### src/rtl/regfile_wb_arbiter_pkg.sv
// Shared widths, starvation default and source encoding for the
// register-file writeback arbiter.
package regfile_wb_arbiter_pkg;

  localparam int unsigned DATA_W_DEF     = 16;
  localparam int unsigned ADDR_W_DEF     = 4;
  localparam int unsigned STARVE_LIM_DEF = 3;

  typedef enum logic {
    SRC_A = 1'b0,
    SRC_M = 1'b1
  } src_e;

endpackage

### src/rtl/wb_hold_slot.sv
// One-entry writeback hold buffer: flush beats load, load beats clear so a
// granted slot can be refilled on the same edge.
module wb_hold_slot #(
  parameter int unsigned DATA_W = 16,
  parameter int unsigned ADDR_W = 4
) (
  input  logic              clk,
  input  logic              rst_n,
  input  logic              flush,
  input  logic              load,
  input  logic              clear,
  input  logic [ADDR_W-1:0] load_addr,
  input  logic [DATA_W-1:0] load_data,
  output logic              full,
  output logic [ADDR_W-1:0] addr,
  output logic [DATA_W-1:0] data
);

  always_ff @(posedge clk or negedge rst_n) begin
    if (!rst_n) begin
      full <= 1'b0;
      addr <= '0;
      data <= '0;
    end else if (flush) begin
      full <= 1'b0;
    end else if (load) begin
      full <= 1'b1;
      addr <= load_addr;
      data <= load_data;
    end else if (clear) begin
      full <= 1'b0;
    end
  end

endmodule

### src/rtl/regfile_wb_arbiter.sv
// Arbitrates the single register-file write port between ALU and load
// writeback, and flags read-after-write hazards on the two read ports.
module regfile_wb_arbiter
  import regfile_wb_arbiter_pkg::*;
#(
  parameter int unsigned DATA_W     = DATA_W_DEF,
  parameter int unsigned ADDR_W     = ADDR_W_DEF,
  parameter int unsigned STARVE_LIM = STARVE_LIM_DEF,
  parameter bit          DROP_R0    = 1'b1
) (
  input  logic              clk,
  input  logic              rst_n,
  input  logic              flush,
  input  logic              a_valid,
  input  logic [ADDR_W-1:0] a_addr,
  input  logic [DATA_W-1:0] a_data,
  output logic              a_ready,
  input  logic              m_valid,
  input  logic [ADDR_W-1:0] m_addr,
  input  logic [DATA_W-1:0] m_data,
  output logic              m_ready,
  output logic              rf_we,
  output logic [ADDR_W-1:0] rf_waddr,
  output logic [DATA_W-1:0] rf_wdata,
  input  logic [ADDR_W-1:0] rd_addr1,
  input  logic [ADDR_W-1:0] rd_addr2,
  output logic              haz1,
  output logic              haz2,
  output logic              idle
);

  logic              a_full, m_full, a_load, m_load, a_grant, m_grant, any_grant;
  logic [ADDR_W-1:0] a_haddr, m_haddr;
  logic [DATA_W-1:0] a_hdata, m_hdata;
  logic [2:0]        starve;
  logic              m_older;
  src_e              winner;

  wb_hold_slot #(.DATA_W(DATA_W), .ADDR_W(ADDR_W)) u_a_slot (
    .clk(clk), .rst_n(rst_n), .flush(flush), .load(a_load), .clear(a_grant),
    .load_addr(a_addr), .load_data(a_data),
    .full(a_full), .addr(a_haddr), .data(a_hdata)
  );

  wb_hold_slot #(.DATA_W(DATA_W), .ADDR_W(ADDR_W)) u_m_slot (
    .clk(clk), .rst_n(rst_n), .flush(flush), .load(m_load), .clear(m_grant),
    .load_addr(m_addr), .load_data(m_data),
    .full(m_full), .addr(m_haddr), .data(m_hdata)
  );

  // Flushed entries never reach the port, so no grant is issued in a flush cycle.
  always_comb begin
    winner    = SRC_A;
    any_grant = 1'b0;
    if (!flush) begin
      if (a_full && m_full) begin
        any_grant = 1'b1;
        if (a_haddr == m_haddr)
          winner = m_older ? SRC_M : SRC_A;
        else if (starve >= 3'(STARVE_LIM))
          winner = SRC_M;
      end else if (a_full) begin
        any_grant = 1'b1;
      end else if (m_full) begin
        any_grant = 1'b1;
        winner    = SRC_M;
      end
    end
  end

  assign a_grant = any_grant && (winner == SRC_A);
  assign m_grant = any_grant && (winner == SRC_M);
  assign a_ready = !a_full || a_grant;
  assign m_ready = !m_full || m_grant;
  assign a_load  = a_valid && a_ready && !flush && !(DROP_R0 && (a_addr == '0));
  assign m_load  = m_valid && m_ready && !flush && !(DROP_R0 && (m_addr == '0));

  always_ff @(posedge clk or negedge rst_n) begin
    if (!rst_n) begin
      starve   <= '0;
      m_older  <= 1'b0;
      rf_we    <= 1'b0;
      rf_waddr <= '0;
      rf_wdata <= '0;
    end else begin
      if (flush || !m_full || m_grant)
        starve <= '0;
      else if (starve != 3'd7)
        starve <= starve + 3'd1;
      // Age only matters while both slots hold entries; a same-edge double load counts A as older.
      if (a_load && !m_load && m_full && !m_grant)
        m_older <= 1'b1;
      else if (m_load && (a_load || (a_full && !a_grant)))
        m_older <= 1'b0;
      rf_we <= any_grant;
      if (any_grant) begin
        rf_waddr <= (winner == SRC_M) ? m_haddr : a_haddr;
        rf_wdata <= (winner == SRC_M) ? m_hdata : a_hdata;
      end
    end
  end

  function automatic logic pending_match(input logic [ADDR_W-1:0] rd);
    pending_match = !(DROP_R0 && (rd == '0)) &&
                    ((a_full && (a_haddr == rd)) || (m_full && (m_haddr == rd)) ||
                     (rf_we && (rf_waddr == rd)));
  endfunction

  assign haz1 = pending_match(rd_addr1);
  assign haz2 = pending_match(rd_addr2);
  assign idle = !a_full && !m_full && !rf_we;

endmodule

### config.mk
export PLATFORM = sky130hd
export DESIGN_NAME = regfile_wb_arbiter
export DESIGN_NICKNAME = d
export VERILOG_FILES = /design/src/rtl/regfile_wb_arbiter_pkg.sv /design/src/rtl/wb_hold_slot.sv /design/src/rtl/regfile_wb_arbiter.sv
export SDC_FILE = /design/constraint.sdc
export NUM_CORES = 1
export LEC_CHECK = 0
export CORE_MARGIN = 1.5
export CORE_UTILIZATION = 52
export CTS_BUF_LIST = sky130_fd_sc_hd__clkbuf_8
export DETAILED_ROUTE_END_ITERATION = 12
export HOLD_SLACK_MARGIN = 0.12
export PLACE_DENSITY = 0.92
export SLEW_MARGIN = 20
export SYNTH_ARGS = -nofsm -noshare
export SYNTH_HDL_FRONTEND = slang
export SYNTH_HIERARCHICAL = 1
export SYNTH_SLANG_ARGS = --single-unit
### constraint.sdc
create_clock -name clk -period 3.4 [get_ports clk]
set_input_delay 0.85 -clock clk [delete_from_list [all_inputs] [get_ports clk]]
set_output_delay 0.85 -clock clk [all_outputs]
set_load 0.01 [all_outputs]
==> flow_summary.toml <==
[outcome]
status = "complete, but fails checks"
failed_checks = "design-rule violations"

[yosys]
ys_warn_count = 6
ys_seq_area_share_pct = 48.2
synthSimpleGateAreaFrac_pct = 9.20
synthAdderAreaFrac_pct = 1.08
synth_area_per_cell_um2 = 11.6
synth-xor-area-share_pct = 7.30
syn_nets = 355
synth_top_family_by_area = "multiplexers"
yosys_register_bits = 67
synth_edf_count = 0
synth_compound_area_share_pct = 12.1
syn_area_um2 = 3480
ys.flop_type = "dfrtp_1"
synth_cell_types = 29
synth.mux.area_fraction_pct = 18.3
syn_inst = 299
synthArstFlopShare_pct = 100

[drt]
routed_via_density = 5.94
wl_per_cell_um = 18.7
vias = 2775
drtIter0Drc = 173
first_pass_iters = 9
drt-total-wl_um = 8710
ant_nets = 0
drc = 4

[timing]
max_freq_mhz = 323
skew_ns = 0.00364
worst_slack_ns = 0.308
setup_violations = 0
rsz0062_at_grt = "no"
hold_viol = 0
max_slew.worst_pin.slew_ns = 0.886
slew_viol_final = 0
layout_min_cycle_time_ns = 3.09
fin_crit_sh_pct = 90.9
relSlewSlack_pct = 40.8

[placed_design]
hpwlAfterDp_um = 5840
place_area_um2 = 4360
place_ws_ns = -0.0667
gp_congestion = 0.929
portBuffers = 78

[floorplanning]
chipWidth_um = 84.8
dieArea_um2 = 7190
rows = 29
die_h_um = 84.8
core_um2 = 6420
start_util_pct = 54.2
io-pin-count = 79

[pwr]
power-per-cell-area_nw_per_um2 = 572
p_leak_nw = 2.00
peakVddDrop_mv = 0.315
finalPower_mw = 2.64

[layout]
diodes = 0
utilization_pct = 71.8
drive_gt1_share_pct = 21.8
fin_nets = 441
num-fill-cells = 457
syn_to_final_growth_pct = 32.5
stdcell_area_um2 = 4610

[clocking]
cts_tree = "done"
clk_latency_ns = 0.34
clockBufferDepth = 2
postCtsHoldBufs = 0
h-tree-depth = 3
clkSlewWorstSetupHoldPaths_ns = 0.07
cts-root-buf = "clkbuf_8"
clock-sinks = 67
numCtsBuffers = 9

[run]
maxCapViolCount = 0

[critical_path]
cp_slowest_cell = "nor2b_4"
cp-end-kind = "flop"
critPathLaunchType = "flop"
crit_chain = "xor2_1, nor4_4, nor2b_4, nor3b_2, a2111oi_2, nor2b_4, mux2_4"
cp.required_ns = 3.63
crit_fanout = 20
cp_common_cell = "nor2b_4"
critical_path_class = "flop to flop"
cp_slowest_stage_delay_ns = 0.81
crit_arrival_ns = 3.32

[hold_path]
hold_path_class = "input port to asynchronous set/reset pin"

[global_routing]
grt_max_degree = 26
grt_pass1_wl_um = 14300
antenna_found_initial = 0
overflow = 0
grt_pass1_vias = 2884
track_usage_pct = 25.7
-- registers in the layout, summed over array words and instances (netlist names), 3 cells and up --
register,flops
u_m_slot/data,16
rf_wdata,16
u_m_slot/addr,4
u_a_slot/data,16
starve,3
u_a_slot/addr,4
rf_waddr,4
-- per-layer routing --
| layer | vias up | global-route usage, % | share of wire [%] |
|---|---|---|---|
| li1 | 1237 | - | - |
| met1 | 1381 | 33.1 | 41 |
| met2 | 134 | 41.7 | 50 |
| met3 | 23 | 4.28 | 5.5 |
| met4 | 0 | 14.2 | 3.0 |
| met5 | - | 0 | 0 |
-- worst max-delay path: cells and delay by family, from the launching register on --
family	cells	cell delay [ns]
DFF	1	0.47
AOI/OAI and AO/OA	1	0.42
xor gates and xnor gates	1	0.21
and+or+nand+nor	4	1.52
muxes	1	0.36
-- synth_stat cells (6+ instances only) --
master	instances	area, um2
dfrtp_1	67	1680
a21oi_1	23	115
mux2_4	41	616
o21ai_0	23	115
a31oi_1	22	138
xor2_1	23	201
xnor2_1	6	52.6
nor2_1	27	101
nor3_1	11	55.1
nand3_1	6	30.0
clkbuf_1	9	33.8
buf_6	6	67.6
inv_1	6	22.5
-- final cells by class --
type | instances | area [um2] | area share (%)
repair buffers | 92 | 900 | 19.5
clock inverters | 4 | 48.8 | 1.06
multi-input cells | 209 | 1700 | 36.8
inverters | 6 | 22.5 | 0.488
well taps | 77 | 96.3 | 2.09
clock buffers | 12 | 165 | 3.58
flip-flops and latches | 67 | 1680 | 36.5
-- cells by family (layout without fill, tap and decap cells) --
family          after synthesis  count (layout)
fa+ha+maj                     3               3
flops                        67              67
compound gates               73              73
xor+xnor                     29              29
buf+inv                      23             114
mux                          43              43
simple gates                 61              61
-- through the flow --
| step | instances | hold slack, ns | setup TNS [ns] |
|---|---|---|---|
| 2_1_floorplan | 299 | 0.475 | 0 |
| 3_3_place_gp | 450 | 0.493 | 0 |
| 3_5_place_dp | 450 | 0.489 | -0.0721 |
| 4_1_cts | 467 | 0.489 | 0 |
| 5_1_grt | 467 | 0.504 | 0 |
| 6_report | 467 | 0.485 | 0 |
-- final timing paths --
kind | end | startpoint | cells after the start | slack [ns]
setup reg to reg | u_a_slot/data[9]$_DFFE_PN0P_ | u_m_slot/addr[1]$_DFFE_PN0P_ | 7 | 0.31
min in group clk | u_a_slot/data[14]$_DFFE_PN0P_ | u_a_slot/data[14]$_DFFE_PN0P_ | 1 | 0.51
hold / removal | u_a_slot/data[4]$_DFFE_PN0P_ | rst_n | 1 | 0.49
hold reg to reg | u_a_slot/data[14]$_DFFE_PN0P_ | u_a_slot/data[14]$_DFFE_PN0P_ | 1 | 0.51
max in group asynchronous | u_a_slot/addr[1]$_DFFE_PN0P_ | rst_n | 2 | 2.19
setup / recovery | u_a_slot/data[9]$_DFFE_PN0P_ | u_m_slot/addr[1]$_DFFE_PN0P_ | 7 | 0.31
-- report_power, final --
group / internal, mW / switching (mW) / leakage (nW)
Sequential: 0.980 / 0.168 / 0.789
Clock: 0.396 / 0.299 / 0.106
Combinational: 0.470 / 0.325 / 1.11
Total: 1.85 / 0.792 / 2.00
-- cell usage in the layout, fill, tap and decap left out, types with 2 or more instances in the layout --
cell             instances
nor3_1                  11
dlymetal6s2s_1           5
clkdlybuf4s50_1         67
inv_1                    7
a2111oi_2                3
nand3_1                  6
nor2b_4                  3
a31oi_1                 22
buf_4                   13
ha_1                     3
nand2b_1                 3
clkbuf_8                12
dfrtp_1                 63
nor2_1                  27
xnor2_1                  6
dfrtp_2                  4
o21ai_0                 22
xor2_1                  22
nor4_1                   4
clkinvlp_4               2
a21oi_1                 23
nand2_1                  2
dlygate4sd2_1            5
mux2_4                  41
-- what timing repair did --
action / in CTS / in global routing
setup buffers: 1 / 0
pin swaps: 1 / 2
endpoints found under the setup margin: 4 / 4
hold endpoints to repair: 0 / 0
gates resized for setup: 7 / 13
(Power assumes the default switching activity.)
